[config.mk]
export PLATFORM = sky130hd
export DESIGN_NAME = bs_1_comp1_flat
export DESIGN_NICKNAME = d
export VERILOG_FILES = /design/src/rtl/bs_1_comp1_if.sv /design/src/rtl/bs_1_comp1.sv /design/src/flat_wrapper.sv
export SDC_FILE = /design/constraint.sdc
export NUM_CORES = 1
export LEC_CHECK = 0
export ABC_AREA = 1
export CAP_MARGIN = 20
export CORE_AREA = 5 5 42 44
export DETAILED_ROUTE_END_ITERATION = 8
export DIE_AREA = 0 0 47 49
export SYNTH_ARGS = -nofsm -noshare
export SYNTH_HDL_FRONTEND = slang
export SYNTH_SLANG_ARGS = --single-unit
[constraint.sdc]
create_clock -name clk -period 1 [get_ports clk]
set_input_delay 0.1 -clock clk [delete_from_list [all_inputs] [get_ports clk]]
set_output_delay 0.1 -clock clk [all_outputs]
set_load 0.02 [all_outputs]
[src/rtl/bs_1_comp1_if.sv]
// Serial operand/result bundle for the bit-serial comparator bs_1_comp1.
// The master drives the operand bit stream; the slave returns the registered LT/EQ/GT result.
interface bs_1_comp1_if;
  logic a;
  logic b;
  logic in_valid;
  logic in_first;
  logic in_last;
  logic LT;
  logic EQ;
  logic GT;
  logic out_valid;

  modport master (
    output a, b, in_valid, in_first, in_last,
    input  LT, EQ, GT, out_valid
  );

  modport slave (
    input  a, b, in_valid, in_first, in_last,
    output LT, EQ, GT, out_valid
  );
endinterface

[src/rtl/bs_1_comp1.sv]
// Bit-serial MSB-first magnitude comparator built from a single 1-bit compare cell.
// Define BS_COMP_SIGNED_EN to compare two's-complement words (MSB sense swapped on the first beat).
module bs_1_comp1 (
  input logic          clk,
  input logic          rst_n,
  bs_1_comp1_if.slave  bus
);

  typedef enum logic {IDLE, ACTIVE} state_t;

  state_t state;
  logic   dec_lt;
  logic   dec_gt;
  logic   lt_bit;
  logic   gt_bit;
  logic   first_lt;
  logic   first_gt;
  logic   next_lt;
  logic   next_gt;
  logic   beat;

  always_comb begin
    lt_bit = ~bus.a & bus.b;
    gt_bit = bus.a & ~bus.b;
`ifdef BS_COMP_SIGNED_EN
    // The sign bit carries negative weight, so a set MSB means the smaller value.
    first_lt = gt_bit;
    first_gt = lt_bit;
`else
    first_lt = lt_bit;
    first_gt = gt_bit;
`endif
    beat    = bus.in_valid & (bus.in_first | (state == ACTIVE));
    next_lt = dec_lt;
    next_gt = dec_gt;
    if (bus.in_first) begin
      next_lt = first_lt;
      next_gt = first_gt;
    end else if (!dec_lt && !dec_gt) begin
      next_lt = lt_bit;
      next_gt = gt_bit;
    end
  end

  // The accumulator locks on the first differing bit; in_first restarts it in either state.
  always_ff @(posedge clk or negedge rst_n) begin
    if (!rst_n) begin
      state         <= IDLE;
      dec_lt        <= 1'b0;
      dec_gt        <= 1'b0;
      bus.LT        <= 1'b0;
      bus.EQ        <= 1'b1;
      bus.GT        <= 1'b0;
      bus.out_valid <= 1'b0;
    end else begin
      bus.out_valid <= 1'b0;
      if (beat) begin
        dec_lt <= next_lt;
        dec_gt <= next_gt;
        if (bus.in_last) begin
          bus.LT        <= next_lt;
          bus.GT        <= next_gt;
          bus.EQ        <= ~(next_lt | next_gt);
          bus.out_valid <= 1'b1;
          state         <= IDLE;
        end else begin
          state <= ACTIVE;
        end
      end
    end
  end

endmodule

[src/flat_wrapper.sv]
// flat-port wrapper written by rule: the top's interface ports become plain ports
module bs_1_comp1_flat 
  (clk, rst_n, bus_a, bus_b, bus_in_valid, bus_in_first, bus_in_last, bus_LT, bus_EQ, bus_GT, bus_out_valid);
  bs_1_comp1_if bus_i ();
  input logic clk;
  input logic rst_n;
  input wire logic [$bits(bus_i.a)-1:0] bus_a;
  input wire logic [$bits(bus_i.b)-1:0] bus_b;
  input wire logic [$bits(bus_i.in_valid)-1:0] bus_in_valid;
  input wire logic [$bits(bus_i.in_first)-1:0] bus_in_first;
  input wire logic [$bits(bus_i.in_last)-1:0] bus_in_last;
  output wire logic [$bits(bus_i.LT)-1:0] bus_LT;
  output wire logic [$bits(bus_i.EQ)-1:0] bus_EQ;
  output wire logic [$bits(bus_i.GT)-1:0] bus_GT;
  output wire logic [$bits(bus_i.out_valid)-1:0] bus_out_valid;
  assign bus_i.a = bus_a;
  assign bus_i.b = bus_b;
  assign bus_i.in_valid = bus_in_valid;
  assign bus_i.in_first = bus_in_first;
  assign bus_i.in_last = bus_in_last;
  assign bus_LT = bus_i.LT;
  assign bus_EQ = bus_i.EQ;
  assign bus_GT = bus_i.GT;
  assign bus_out_valid = bus_i.out_valid;
  bs_1_comp1 u_core (.clk(clk), .rst_n(rst_n), .bus(bus_i));
endmodule
==> results.cfg <==
[clocking]
ctsLongestPathBuffers = 2
ctsHoldBuffers = 0
h-tree-depth = 1
cts_setup_buffers = 0
cts_tree = built
cts-root-buf = clkbuf_4
path_clk_slew_ps = 60
insertion_delay_ps = 260
cts_buffers = 3
cts.sinks = 7

[sta]
hold_viol = 0
clock.fmax_ghz = 0.995
clock_skew_ps = 1.17
rsz0062_at_grt = yes
min_period_ps = 1010
finalCritPeriodShare_pct = 101
worst_pin_slew_ps = 317
relSlewSlack_pct = 78.8
layout_setup_ws_ps = -5.35
drv_slew = 0
setup_viol = 1

[setup_path]
required_ps = 900
reg2reg_to = u_core.dec_lt
cp_slowest_cell = dfstp_2
crit_path_start_kind = flip-flop
reg2reg_from = u_core.state
r2r_cells = 3
critical_path.max_stage_delay_ps = 530
cp-end-kind = output port
cp_num_buf_inv = 1
path_max_fanout = 2
reg2reg_slack_ps = 40
path_cells = buf_6
cp.arrival_ps = 910
endpoint = bus_EQ
cp_num_cells = 1
crit_start = u_core.bus.EQ
critPathTopFamily = flip-flops
path_class = flip-flop to output port

[synthesis]
synth.most_common_cell = nand2_1
synth_cells = 38
synth_commonest_cells = nand2_1 (10), dfrtp_1 (6), inv_1 (5), nor2_1 (5), o21ai_0 (3)
synth-edff-count = 0
synth_top_cell_by_area = dfrtp_1
synth_area_leaders = dfrtp_1 (47%), nand2_1 (12%), dfstp_2 (8.3%)
synth_top_area_share_pct = 47.4
synth_cell_types = 13
syn-cell-area_um2 = 317
yosys_warnings = 0
yosys_register_bits = 7
synth_nets = 45
synth-main-ff-cell = dfrtp_1
syn_area_per_cell_um2 = 8.33
seq_area_frac_synth_pct = 55.7
async_flop_share_pct = 100

[power_and_ir_drop]
p_per_area_mw_per_mm2 = 1800
finalPower_mw = 0.881
irDropWorstVdd_mv = 0.566
leakagePower_nw = 0.243

[place]
place_hpwl_um = 536
gp_congestion = 0.648
numPortBuffers = 10
dpl.cell_count = 66

[min_path]
hold_class = input pin to asynchronous set/reset pin

[detailed_routing]
dr.pass1.iters = 2
drt-initial-drc-count = 4
viasPerCell = 4.21
post_drt_wl_per_cell_um = 10.2
final_antenna_net_count = 0
via_count = 295
drcViolationCount = 0
drt_wl_total_um = 716

[global_routing]
grt_start_max_net_pins = 8
track_usage_pct = 7.64
grt-ovfl-total = 0
antenna_found_initial = 0
grt_pass1_wl_um = 1170
grt_pass1_vias = 276

[final_layout]
finalNetCount = 62
fillers = 157
area_delta_synth_final_pct = 54.9
drive_gt1_share_pct = 29.6
n_antenna_cell = 0
stdcell_count = 70

[status]
violations = setup timing
status = complete, but fails checks

[floorplan]
die_h_um = 49
ios = 11
rows = 14
coreArea_mm2 = 0.00140
die_width_um = 47
initial_core_util_pct = 22.6
die_area_mm2 = 0.00230

[job]
maxCapViolCount = 0
[power breakdown]
part,internal (mW),switching (mW),total (mW)
Sequential,0.342,0.0372,0.379
Clock,0.153,0.119,0.272
Combinational,0.105,0.125,0.230
[placed cells by master (no fill, tap or decap), types with 2 or more instances in the layout]
master / count
nor2_2: 3
nand2_1: 10
o21ai_0: 3
nor2_1: 3
buf_2: 2
buf_4: 2
clkbuf_4: 3
inv_1: 5
clkdlybuf4s50_1: 5
dfrtp_1: 6
[cell families (layout without fill, tap and decap cells)]
| kind of cell | Yosys count | count (layout) | share of synthesized area, % |
|---|---|---|---|
| AOI/OAI and AO/OA | 8 | 8 | 14.6 |
| and+or+nand+nor | 18 | 18 | 23.7 |
| DFF | 7 | 7 | 55.7 |
| buffers and inverters | 5 | 21 | 5.93 |
[flip-flops by register name, indices dropped and copies added (netlist names)]
name	flops
u_core.bus.out_valid	1
u_core.dec_gt	1
u_core.dec_lt	1
u_core.state	1
u_core.bus.LT	1
u_core.bus.GT	1
u_core.bus.EQ	1
[layer usage]
layer | share of wire, % | track usage, % | up-vias
met1 | 42 | 8.26 | 131
li1 | - | - | 153
met5 | 0 | 0 | -
met4 | 1.8 | 6.91 | 0
met2 | 48 | 9.73 | 9
met3 | 8.0 | 4.80 | 2
[through the flow]
step / worst slack [ps] / instance area (µm²) / setup TNS [ps] / hold WS, ps / utilization, %
finish: -5.35 / 490 / -5.35 / 96.5 / 35.0
global route: -33.1 / 490 / -65.3 / 125 / 35.0
CTS: -17.6 / 482 / -17.6 / 112 / 34.4
floorplan: 119 / 317 / 0 / -196 / -
detailed placement: -230 / 452 / -1540 / 393 / 32.2
global placement: -210 / 452 / -1380 / 378 / 32.2
[worst min-delay path by stage]
stage | from | endpoint | slack [ps]
2_1_floorplan | rst_n | u_core.bus.GT | -200
3_3_place_gp | rst_n | u_core.dec_lt | 380
3_5_place_dp | rst_n | u_core.dec_gt | 390
4_1_cts | rst_n | u_core.dec_gt | 110
5_1_grt | rst_n | u_core.state | 120
6_report | rst_n | u_core.dec_gt | 100
[repair_timing]
action / 4_1_cts / 5_1_grt
hold endpoints to repair: 0 / 0
pin swaps: 0 / 2
endpoints found under the setup margin: 4 / 8
resized for setup: 14 / 10
[layout make-up]
class,count,area [µm²],area share [%]
Clock buffer,4,26.3,5.36
Inverter,5,18.8,3.83
Multi-Input combinational cell,26,145,29.6
Sequential cell,7,176,36.0
Tap cell,16,20.0,4.08
Timing Repair Buffer,12,104,21.2
Note: power is estimated with default switching activity, not from simulation.
